## src/rtl/led_pkg.sv

```systemverilog
// -----------------------------------------------------------------------------
// led_pkg
// Shared types and constants for the LED frame scheduler slice.
//   rgb_t          : one LED color word, GRB order, G in the MSBs.
//   frame_t        : a full color string for the default 6-LED strip.
//   sched_state_t  : scheduler FSM states.
//   LED_BITS       : bits per LED on the wire.
//   DEFAULT_LATCH_CYCLES : minimum low gap after a frame (300 us at 24 MHz).
// No ports (package).
// -----------------------------------------------------------------------------
package led_pkg;

   localparam int LED_BITS             = 24;
   localparam int DEFAULT_NUM_LEDS     = 6;
   localparam int DEFAULT_LATCH_CYCLES = 7200;
   localparam int FADE_MAX             = 4;

   typedef logic [LED_BITS-1:0] rgb_t;
   typedef logic [DEFAULT_NUM_LEDS*LED_BITS-1:0] frame_t;

   typedef enum logic [2:0] {
      IDLE      = 3'd0,
      LOAD      = 3'd1,
      SEND      = 3'd2,
      LATCH     = 3'd3,
      WAIT_BEAT = 3'd4
   } sched_state_t;

endpackage

```

## src/rtl/led_frame_scheduler_frame_rotator.sv

```systemverilog
// -----------------------------------------------------------------------------
// frame_rotator
// Combinational frame builder. LED k of the output shows palette LED
// (k + rot) mod NUM_LEDS; LED 0 sits in the MSBs of both vectors. A blank
// request forces the whole frame to zero.
// Build option: LED_FRAME_FADE_EN adds a fade input; every 8-bit channel is
// right-shifted by the fade level.
// Ports:
//   palette [24*NUM_LEDS] in  : base colors, GRB per LED
//   rot     [ROT_W]       in  : rotation amount in LEDs, 0..NUM_LEDS-1
//   blank                 in  : force an all-zero frame
//   fade    [3]           in  : channel shift 0..4 (LED_FRAME_FADE_EN only)
//   frame   [24*NUM_LEDS] out : rotated (and scaled) color string
// -----------------------------------------------------------------------------
module frame_rotator
   import led_pkg::*;
#(
   parameter int NUM_LEDS = 6,
   parameter int ROT_W    = (NUM_LEDS > 1) ? $clog2(NUM_LEDS) : 1
) (
   input  logic [LED_BITS*NUM_LEDS-1:0] palette,
   input  logic [ROT_W-1:0]             rot,
   input  logic                         blank,
`ifdef LED_FRAME_FADE_EN
   input  logic [2:0]                   fade,
`endif
   output logic [LED_BITS*NUM_LEDS-1:0] frame
);

   // One extra bit so k + rot never wraps before the modulo correction.
   localparam logic [ROT_W:0] NL = (ROT_W+1)'(NUM_LEDS);

   rgb_t leds [NUM_LEDS];

   for (genvar k = 0; k < NUM_LEDS; k++) begin : g_led
      localparam logic [ROT_W:0] K = (ROT_W+1)'(k);
      logic [ROT_W:0]   sum;
      logic [ROT_W-1:0] src;
      rgb_t             shown;

      assign leds[k] = palette[(NUM_LEDS-1-k)*LED_BITS +: LED_BITS];
      assign sum     = K + {1'b0, rot};
      // rot < NUM_LEDS, so a single subtraction completes the modulo.
      assign src     = (sum >= NL) ? ROT_W'(sum - NL) : ROT_W'(sum);
      assign shown   = leds[src];

`ifdef LED_FRAME_FADE_EN
      assign frame[(NUM_LEDS-1-k)*LED_BITS +: LED_BITS] =
         blank ? '0 : {shown[23:16] >> fade, shown[15:8] >> fade, shown[7:0] >> fade};
`else
      assign frame[(NUM_LEDS-1-k)*LED_BITS +: LED_BITS] = blank ? '0 : shown;
`endif
   end

endmodule

```

## src/rtl/led_frame_scheduler.sv

```systemverilog
// -----------------------------------------------------------------------------
// led_frame_scheduler
// Drives the WS2812 shifter over a song: one frame per beat, each frame the
// base palette rotated one LED further. After NUM_BEATS beats a blank frame
// is sent and the block returns to idle.
// Build option: LED_FRAME_FADE_EN enables a 4-beat fade-in (see frame_rotator).
//
// Shifter handshake: frame_start is a one-cycle pulse while frame_data holds
// the new frame; frame_data then stays constant until the shifter answers
// with a one-cycle frame_done. If frame_done never arrives, DONE_TIMEOUT
// SEND cycles force completion and set the sticky timeout_err. After every
// frame the line is left idle for LATCH_CYCLES before the next frame_start.
//
// Ports:
//   clk          in  : 24 MHz system clock
//   reset        in  : synchronous, active-high
//   song_start   in  : pulse; starts (idle) or schedules a restart (busy)
//   beat_tick    in  : pulse per beat
//   palette      in  : base colors, GRB per LED, LED0 in MSBs
//   frame_done   in  : pulse from shifter, last bit sent
//   frame_start  out : pulse; shifter loads frame_data this cycle
//   frame_data   out : color string to shifter
//   beat_idx     out : beats consumed in the current song
//   active       out : high from song_start until the blank frame latched
//   timeout_err  out : sticky frame_done timeout flag, cleared by reset
// -----------------------------------------------------------------------------
module led_frame_scheduler
   import led_pkg::*;
#(
   parameter int NUM_LEDS     = 6,
   parameter int NUM_BEATS    = 32,
   parameter int LATCH_CYCLES = DEFAULT_LATCH_CYCLES,
   parameter int DONE_TIMEOUT = 120000
) (
   input  logic                          clk,
   input  logic                          reset,
   input  logic                          song_start,
   input  logic                          beat_tick,
   input  logic [LED_BITS*NUM_LEDS-1:0]  palette,
   input  logic                          frame_done,
   output logic                          frame_start,
   output logic [LED_BITS*NUM_LEDS-1:0]  frame_data,
   output logic [$clog2(NUM_BEATS+1)-1:0] beat_idx,
   output logic                          active,
   output logic                          timeout_err
);

   localparam int FW   = LED_BITS*NUM_LEDS;
   localparam int RW   = (NUM_LEDS > 1) ? $clog2(NUM_LEDS) : 1;
   localparam int BW   = $clog2(NUM_BEATS+1);
   localparam int CMAX = (DONE_TIMEOUT > LATCH_CYCLES) ? DONE_TIMEOUT : LATCH_CYCLES;
   localparam int CW   = $clog2(CMAX+1);

   localparam logic [RW-1:0] ROT_LAST   = RW'(NUM_LEDS-1);
   localparam logic [BW-1:0] BEAT_LAST  = BW'(NUM_BEATS);
   localparam logic [CW-1:0] LATCH_LAST = CW'(LATCH_CYCLES-1);
   localparam logic [CW-1:0] SEND_LAST  = CW'(DONE_TIMEOUT-1);

   sched_state_t  state_q, state_d;
   logic [FW-1:0] pal_q, pal_d;
   logic [FW-1:0] frame_q, rot_frame;
   logic [RW-1:0] rot_q, rot_d;
   logic [BW-1:0] beat_q, beat_d, beat_inc;
   logic [CW-1:0] cnt_q, cnt_d;
   logic          blank_q, blank_d;
   logic          pending_q, pending_d;
   logic          restart_q, restart_d;
   logic          active_q, active_d;
   logic          terr_q, terr_d;
   logic          take_restart;
`ifdef LED_FRAME_FADE_EN
   logic [2:0]    fade_q, fade_d;
`endif

   assign beat_inc = beat_q + BW'(1);

   // The frame is built from next-cycle values so that it is already in
   // frame_q during the LOAD cycle, when frame_start is high.
   frame_rotator #(
      .NUM_LEDS (NUM_LEDS),
      .ROT_W    (RW)
   ) u_rotator (
      .palette  (pal_d),
      .rot      (rot_d),
      .blank    (blank_d),
`ifdef LED_FRAME_FADE_EN
      .fade     (fade_d),
`endif
      .frame    (rot_frame)
   );

   // State and datapath registers.
   always_ff @(posedge clk) begin
      if (reset) begin
         state_q   <= IDLE;
         pal_q     <= '0;
         frame_q   <= '0;
         rot_q     <= '0;
         beat_q    <= '0;
         cnt_q     <= '0;
         blank_q   <= 1'b0;
         pending_q <= 1'b0;
         restart_q <= 1'b0;
         active_q  <= 1'b0;
         terr_q    <= 1'b0;
`ifdef LED_FRAME_FADE_EN
         fade_q    <= '0;
`endif
      end else begin
         state_q   <= state_d;
         pal_q     <= pal_d;
         rot_q     <= rot_d;
         beat_q    <= beat_d;
         cnt_q     <= cnt_d;
         blank_q   <= blank_d;
         pending_q <= pending_d;
         restart_q <= restart_d;
         active_q  <= active_d;
         terr_q    <= terr_d;
`ifdef LED_FRAME_FADE_EN
         fade_q    <= fade_d;
`endif
         if (state_d == LOAD) begin
            frame_q <= rot_frame;
         end
      end
   end

   // Next-state and datapath update.
   always_comb begin
      state_d      = state_q;
      pal_d        = pal_q;
      rot_d        = rot_q;
      beat_d       = beat_q;
      cnt_d        = cnt_q;
      blank_d      = blank_q;
      pending_d    = pending_q;
      restart_d    = restart_q;
      active_d     = active_q;
      terr_d       = terr_q;
      take_restart = 1'b0;
`ifdef LED_FRAME_FADE_EN
      fade_d       = fade_q;
`endif

      // A beat arriving while a frame is in flight is remembered, one deep.
      if (beat_tick && (state_q == LOAD || state_q == SEND || state_q == LATCH)) begin
         pending_d = 1'b1;
      end

      // A restart never cuts a transfer short; it is acted on at the next
      // latch expiry (or at once if the block is just waiting for a beat).
      if (song_start && state_q != IDLE) begin
         restart_d = 1'b1;
         pal_d     = palette;
      end

      case (state_q)
         IDLE: begin
            if (song_start) begin
               pal_d     = palette;
               rot_d     = '0;
               beat_d    = '0;
               blank_d   = 1'b0;
               pending_d = 1'b0;
               restart_d = 1'b0;
               active_d  = 1'b1;
`ifdef LED_FRAME_FADE_EN
               fade_d    = 3'(FADE_MAX);
`endif
               state_d   = LOAD;
            end
         end

         LOAD: begin
            cnt_d   = '0;
            state_d = SEND;
         end

         SEND: begin
            // frame_done takes priority over a timeout in the same cycle.
            if (frame_done) begin
               cnt_d   = '0;
               state_d = LATCH;
            end else if (cnt_q == SEND_LAST) begin
               cnt_d   = '0;
               terr_d  = 1'b1;
               state_d = LATCH;
            end else begin
               cnt_d = cnt_q + CW'(1);
            end
         end

         LATCH: begin
            if (cnt_q == LATCH_LAST) begin
               cnt_d = '0;
               if (restart_q || song_start) begin
                  take_restart = 1'b1;
               end else if (blank_q) begin
                  active_d  = 1'b0;
                  blank_d   = 1'b0;
                  pending_d = 1'b0;
                  state_d   = IDLE;
               end else begin
                  state_d = WAIT_BEAT;
               end
            end else begin
               cnt_d = cnt_q + CW'(1);
            end
         end

         WAIT_BEAT: begin
            if (song_start) begin
               take_restart = 1'b1;
            end else if (beat_tick || pending_q) begin
               beat_d    = beat_inc;
               pending_d = 1'b0;
               if (beat_inc == BEAT_LAST) begin
                  blank_d = 1'b1;
               end else begin
                  rot_d = (rot_q == ROT_LAST) ? '0 : rot_q + RW'(1);
               end
`ifdef LED_FRAME_FADE_EN
               if (fade_q != 3'd0) begin
                  fade_d = fade_q - 3'd1;
               end
`endif
               state_d = LOAD;
            end
         end

         default: state_d = IDLE;
      endcase

      // Restart: fresh song from the (re-latched) palette, unrotated.
      if (take_restart) begin
         rot_d     = '0;
         beat_d    = '0;
         blank_d   = 1'b0;
         pending_d = 1'b0;
         restart_d = 1'b0;
`ifdef LED_FRAME_FADE_EN
         fade_d    = 3'(FADE_MAX);
`endif
         state_d   = LOAD;
      end
   end

   // Outputs.
   always_comb begin
      frame_start = (state_q == LOAD);
      frame_data  = frame_q;
      beat_idx    = beat_q;
      active      = active_q;
      timeout_err = terr_q;
   end

endmodule

```

## config.mk

```make
export PLATFORM = sky130hd
export DESIGN_NAME = led_frame_scheduler
export DESIGN_NICKNAME = d
export VERILOG_FILES = /design/src/rtl/led_pkg.sv /design/src/rtl/led_frame_scheduler_frame_rotator.sv /design/src/rtl/led_frame_scheduler.sv
export SDC_FILE = /design/constraint.sdc
export NUM_CORES = 1
export LEC_CHECK = 0
export ABC_AREA = 0
export BUFFER_PORTS_ARGS = -buffer_cell sky130_fd_sc_hd__buf_2
export CORE_MARGIN = 4
export CORE_UTILIZATION = 30
export CTS_CLUSTER_SIZE = 20
export DETAILED_ROUTE_END_ITERATION = 10
export PLACE_DENSITY = 0.57
export SLEW_MARGIN = 5
export SYNTH_ARGS = -nofsm -noshare
export SYNTH_HDL_FRONTEND = slang
export SYNTH_SLANG_ARGS = --single-unit
```

## constraint.sdc

```tcl
create_clock -name clk -period 9.2 [get_ports clk]
set_input_delay 0.46 -clock clk [delete_from_list [all_inputs] [get_ports clk]]
set_output_delay 0.46 -clock clk [all_outputs]
set_load 0.02 [all_outputs]
```

==> out/metrics.cfg, run 1 <==
[logic_synthesis]
synthDistinctLibCells = 76
ys_seq_elements = 322
avgSynthCellArea_um2 = 10.42
synth_flop_cell = dfxtp_1
yosysWarnings = 0
syn_area_um2 = 17990
ys_seq_area_frac = 0.3582
synth_cells = 1727
synthArstFlopShare = 0
synth-edff-count = 0
synthesis.nets = 1883

[status]
outcome = completed

[critical_path]
crit_required_ps = 9690
startpoint_type = primary input
crit_fanout = 142
reg2reg_depth = 13
crit_cells = 13
crit_type = primary input to flop
crit_chain = buf_8 > buf_12 > nor4b_2 > o31ai_1 > nand2_1 > ha_1 > buf_4 > inv_1 > a21oi_2 > xnor2_4 > buf_4 > and3_1 > a221o_1
cpMaxStageDelayCell = and3_1
cp_common_cell = buf_4
end_kind = flop
path_delay_family = buffers and inverters
crit_buf_inv = 5
slowest_delay_ps = 1020
crit_arrival_ps = 5970

[place]
dp.cells = 2663
place.gp.congestion = 0.8751
portBuffers = 301
placed_area_um2 = 19990
dp_hpwl_um = 46770

[clock_tree]
ctsResizeCount = 0
cts_buffers = 37
path_clk_slew_ps = 60
root_buffer = clkbuf_16
htreeDepth = 2
cts_buffer_depth = 3
clock_latency_ps = 560
post-cts-setup-buffers = 0
cts_tree = built
clkSinkCount = 322
hold_buffers = 0

[routing]
routed_wirelength_um = 63120
route.detailed.drc = 0
vias = 15280
vias_per_cell = 5.577
ant_nets = 0
drt_pre_antenna_iters = 5
routedWlPerCell_um = 23.04
drt_iter0_markers = 1330

[pwr]
p_per_area_nw_per_um2 = 172.5
vdd_drop_max_v = 0.0001141
fin_total_pwr_mw = 3.669
leakage_nw = 8.728

[floorplan]
core-area_um2 = 59240
ios = 302
start_util = 0.3038
die_width_um = 252.9
die_y_um = 252.9
die_area_um2 = 63970
rows = 89

[sta]
fmax_mhz = 182.5
worst_pin_slew_ps = 1345
tns_ps = 0
period_share = 0.5954
skew_ps = 17.07
min_period_ps = 5478
rsz0062_at_grt = false
maxSlewViolCount = 0
slew_headroom = 0.1023
setup_violations = 0
hold_viol = 0

[finish]
design_area_um2 = 21260
final_cell_count_no_fill = 2740
syn_to_final_growth_pct = 18.17
fin_nets = 2085
fillers = 5999
final_cell_mix = dfxtp_1, buf_2, mux2i_1, nor2_1, mux4_2
layout-drive-gt1-share = 0.2870
layout_commonest_cell = dfxtp_1

[global_routing]
grt_pass1_wl_um = 92960
grt_use_total = 0.1902
grt_pass1_vias = 14330
antenna_found_initial = 20
grt_max_degree = 143
globalRouteOverflowTotal = 0

[worst_hold_path]
hp-class = primary input to flop
hold_depth = 3

[job]
maxCapViolCount = 0

[final timing paths]
check,from,end,slack [ps]
max,song_start,frame_data[77],3720
min,palette[46],pal_q[46],160
max reg2reg,state_q[2],frame_data[77],3890
min reg2reg,frame_data[118],frame_data[118],470
[per-layer routing]
metal / track usage / vias up / part of all wire
met5: 0 / - / 0.0020
met4: 0.05626 / 18 / 0.024
met3: 0.06666 / 83 / 0.10
met2: 0.2774 / 547 / 0.44
met1: 0.2662 / 7625 / 0.44
li1: - / 7007 / -
[flip-flops by register name (all words and copies together), names as in the netlist, named ones only]
register	flops
state_q	3
frame_data	144
pending_q	1
timeout_err	1
cnt_q	17
active	1
blank_q	1
pal_q	144
beat_idx	6
rot_q	3
[power by group]
| group | internal, mW | switching, mW |
|---|---|---|
| Combinational | 0.240 | 0.347 |
| Sequential | 1.47 | 0.0607 |
| Clock | 0.928 | 0.619 |
[cell usage after synthesis, types with 3 or more instances]
library cell,n,share of area
buf_1,20,0.0042
nand3_1,35,0.0097
dfxtp_1,322,0.36
o21ai_0,76,0.021
and2_1,4,0.0014
a21o_1,3,0.0013
nand2b_1,4,0.0014
nor3_1,9,0.0025
a221o_1,24,0.013
nor2_1,224,0.047
buf_2,45,0.013
o21ai_1,16,0.0045
nor4_1,8,0.0028
a21oi_1,57,0.016
a211oi_1,17,0.0071
nand3b_1,28,0.012
clkbuf_1,80,0.017
and3_1,11,0.0038
buf_4,5,0.0021
nor3b_1,6,0.0025
mux4_2,144,0.18
a311oi_1,5,0.0024
mux2i_1,243,0.14
a2bb2oi_1,24,0.012
inv_1,29,0.0060
mux2_1,20,0.013
a211oi_2,9,0.0063
nand2_1,57,0.012
a31oi_1,29,0.010
nand4_1,3,0.0010
a22oi_1,97,0.040
or3_1,3,0.0010
mux2_2,5,0.0031
inv_2,3,0.00063
buf_6,3,0.0019
ha_1,7,0.0049
[metrics by stage]
step	worst slack, ps	hold WS, ps	utilization
4_1_cts	3715	129.0	0.3585
6_report	3722	159.3	0.3589
2_1_floorplan	5113	471.4	-
5_1_grt	3266	155.9	0.3587
3_3_place_gp	3219	451.9	0.3374
3_5_place_dp	3114	461.7	0.3374
[cell families after synthesis]
kind of cell	after synthesis	share of synthesized area
and+or+nand+nor	413	0.1089
muxes	412	0.3310
AOI/OAI and AO/OA	383	0.1499
DFF	322	0.3582
buffers and inverters	186	0.04429
adders and majority gates	7	0.004867
xor gates and xnor gates	4	0.002781
[tightest hold or removal path: stages]
cell and delay, ps:
buf_2 90, mux2i_1 60, nor2_1 70
[area by class of cell]
type,instances,area [µm²],share of cell area
Antenna cell,9,22.52,0.001059
Inverter,32,121.4,0.005708
Clock buffer,57,1084,0.05096
Tap cell,773,967.2,0.04548
Clock inverter,11,167.7,0.007885
Multi-Input combinational cell,1219,10800,0.5079
Sequential cell,322,6446,0.3031
Timing Repair Buffer,317,1655,0.07785
No activity file was read; power rests on OpenSTA's default activity.
==> run 2: changes to the inputs <==
- ABC_AREA: 0 -> 1
- PLACE_DENSITY: 0.57 -> 0.59
- clock period: 9.2 -> 4.41 ns (I/O delays scaled with it)
==> out/metrics.cfg, run 2 <==
[routing]
ant_nets = 0
drt_pre_antenna_iters = 6
routedWlPerCell_um = 21.67
vias = 18910
routed_wirelength_um = 77970
vias_per_cell = 5.256
drt_iter0_markers = 2229
route.detailed.drc = 0

[logic_synthesis]
synth-edff-count = 0
yosys-top-cells-count = nand2_1, dfxtp_1, o21ai_0, nand3_1, a21oi_1
synthDistinctLibCells = 46
yosysMostFrequentCell = nand2_1
synth_flop_cell = dfxtp_1
yosys-top-cells-area = dfxtp_1, nand2_1, o21ai_0
yosysWarnings = 0
avgSynthCellArea_um2 = 6.726
synthesis.nets = 2738
synth_cells = 2582
synthArstFlopShare = 0
synth_top_area_frac = 0.3712
ys_seq_elements = 322
ys_seq_area_frac = 0.3712
synth_largest_area_cell = dfxtp_1
syn_area_um2 = 17370

[critical_path]
crit_fanout = 48
crit_arrival_ps = 4320
slowest_delay_ps = 460
cp_common_cell = nand3_1
crit_type = flop to flop
reg2reg_setup_slack_ps = 550
startpoint = cnt_q[0]
path_delay_family = simple AND/OR/NAND/NOR gates
r2r-start = cnt_q[0]
startpoint_type = flop
crit_cells = 20
crit_buf_inv = 3
reg2reg_depth = 20
end_kind = flop
cpMaxStageDelayCell = buf_4
endpoint = frame_data[114]
crit_required_ps = 4880
r2r_end = frame_data[114]
crit_chain = ha_1 > nand2_1 > nor2_1 > nand2_1 > nor2_2 > nand3_1 > nand2_2 > a21oi_1 > nand2_2 > nor2_4 > inv_2 > ha_1 > inv_1 > nand3_1 > nand3_4 > buf_4 > nand3_1 > nand3_1 > nand3_1 > a21oi_1

[clock_tree]
path_clk_slew_ps = 60
cts_buffer_depth = 3
clock_latency_ps = 580
post-cts-setup-buffers = 0
htreeDepth = 2
clkSinkCount = 322
cts_buffers = 39
cts_tree = built
root_buffer = clkbuf_16
ctsResizeCount = 0

[finish]
fillers = 6223
final_cell_mix = nand2_1, dfxtp_1, buf_2, o21ai_0, nand3_1
fin_nets = 2965
layout_commonest_cell = nand2_1
layout-drive-gt1-share = 0.1902
syn_to_final_growth_pct = 21.00
finish.utilization = 0.3698

[pwr]
p_per_area_nw_per_um2 = 405.1
vdd_drop_max_v = 0.0002643
leakage_nw = 9.187

[place]
portBuffers = 301
dp_hpwl_um = 58370
place.gp.congestion = 1.046

[worst_hold_path]
hold_depth = 3
hp-class = primary input to flop

[sta]
worst_pin_slew_ps = 1507
min_period_ps = 3859
whs_ps = 3.158
maxSlewViolCount = 4
rsz0062_at_grt = false
slew_headroom = -0.01522
setup_violations = 0
hold_viol = 0
skew_ps = 35.39
tns_ps = 0
fmax_mhz = 259.1
period_share = 0.8751

[floorplan]
core-area_um2 = 56820
die_y_um = 248.6
start_util = 0.3056
die_area_um2 = 61800
rows = 87
ios = 302
die_width_um = 248.6

[global_routing]
grt_max_degree = 178
antenna_found_initial = 2
grt_pass1_vias = 17150
grt_use_total = 0.2381
grt_pass1_wl_um = 113100
globalRouteOverflowTotal = 0

[status]
violations = capacitance limit, slew limit
outcome = complete, but fails checks

[job]
maxCapViolCount = 1

-- run 2: changes by cell type in the layout (fill, tap and decap cells not counted), moves of 25 or more --
cell and delta:
a21oi_1 +172, a22oi_1 -97, a31oi_1 -28, buf_4 +35, inv_1 +123, mux2i_1 -160, mux4_2 -144, nand2_1 +548
nand3_1 +221, nand3b_1 -27, o211ai_1 +25, o21ai_0 +217, or2_2 +66
-- run 2: metal layers --
metal	wire [µm]	track usage	part of all wire	vias up
met5	0	0	0	-
li1	-	-	-	9040
met1	33210	0.3196	0.43	8822
met3	7017	0.05026	0.090	148
met2	34100	0.3721	0.44	901
met4	3645	0.1000	0.047	0
-- run 2: worst min-delay path by stage --
stage,from,end
floorplan,palette[100],pal_q[100]
global placement,frame_data[136],frame_data[136]
detailed placement,frame_data[32],frame_data[32]
CTS,palette[4],pal_q[4]
global route,palette[62],pal_q[62]
finish,palette[106],pal_q[106]
-- run 2: final cells by class --
cell class              count  area (µm²)  share of cell area
diodes                      3       7.507           0.0003573
clock inverters            18       239.0             0.01137
flip-flops and latches    322        6446              0.3068
well taps                 756       945.9             0.04502
repair buffers            377        2228              0.1060
clock buffers              53        1119             0.05323
multi-input cells        1904        9405              0.4476
inverters                 165       621.8             0.02959
-- run 2: cells by family (layout without fill, tap and decap cells) --
group	Yosys count	in the layout	share of synthesized area
and+or+nand+nor	1212	1212	0.3023
AOI/OAI and AO/OA	601	601	0.1855
buffers and inverters	356	613	0.08769
DFF	322	322	0.3712
muxes	83	83	0.04784
adders and majority gates	7	7	0.005043
xor gates and xnor gates	1	1	0.0005045
other	0	3	0
-- run 2: report_power, final --
part | leakage, nW | total (mW) | internal [mW] | switching, mW
logic | 5.88 | 1.83 | 0.544 | 1.29
clock network | 0.668 | 3.42 | 2.08 | 1.34
registers | 2.64 | 3.26 | 3.15 | 0.114
total | 9.19 | 8.51 | 5.77 | 2.74
-- run 2: worst register-to-register path: cells and delay by family, from the launching register on --
family | cells | cell delay [ps]
and+or+nand+nor | 13 | 1650
buffers and inverters | 3 | 980
adders and majority gates | 2 | 570
DFF | 1 | 370
AOI/OAI and AO/OA | 2 | 210
-- run 2: per-stage QoR --
stage	setup slack, ps	power (mW)	area [µm²]	cells
6_report	550.7	8.513	21010	3598
5_1_grt	249.6	8.877	21010	3596
4_1_cts	647.2	8.571	21010	3595
3_5_place_dp	719.6	5.121	19460	3505
3_3_place_gp	751.7	5.116	19460	3505
2_1_floorplan	1064	4.354	17370	2582
-- run 2: timing repair --
item / CTS / global route
hold buffers: 19 / 0
setup endpoints to repair: 0 / 0
hold endpoints to repair: 19 / 0
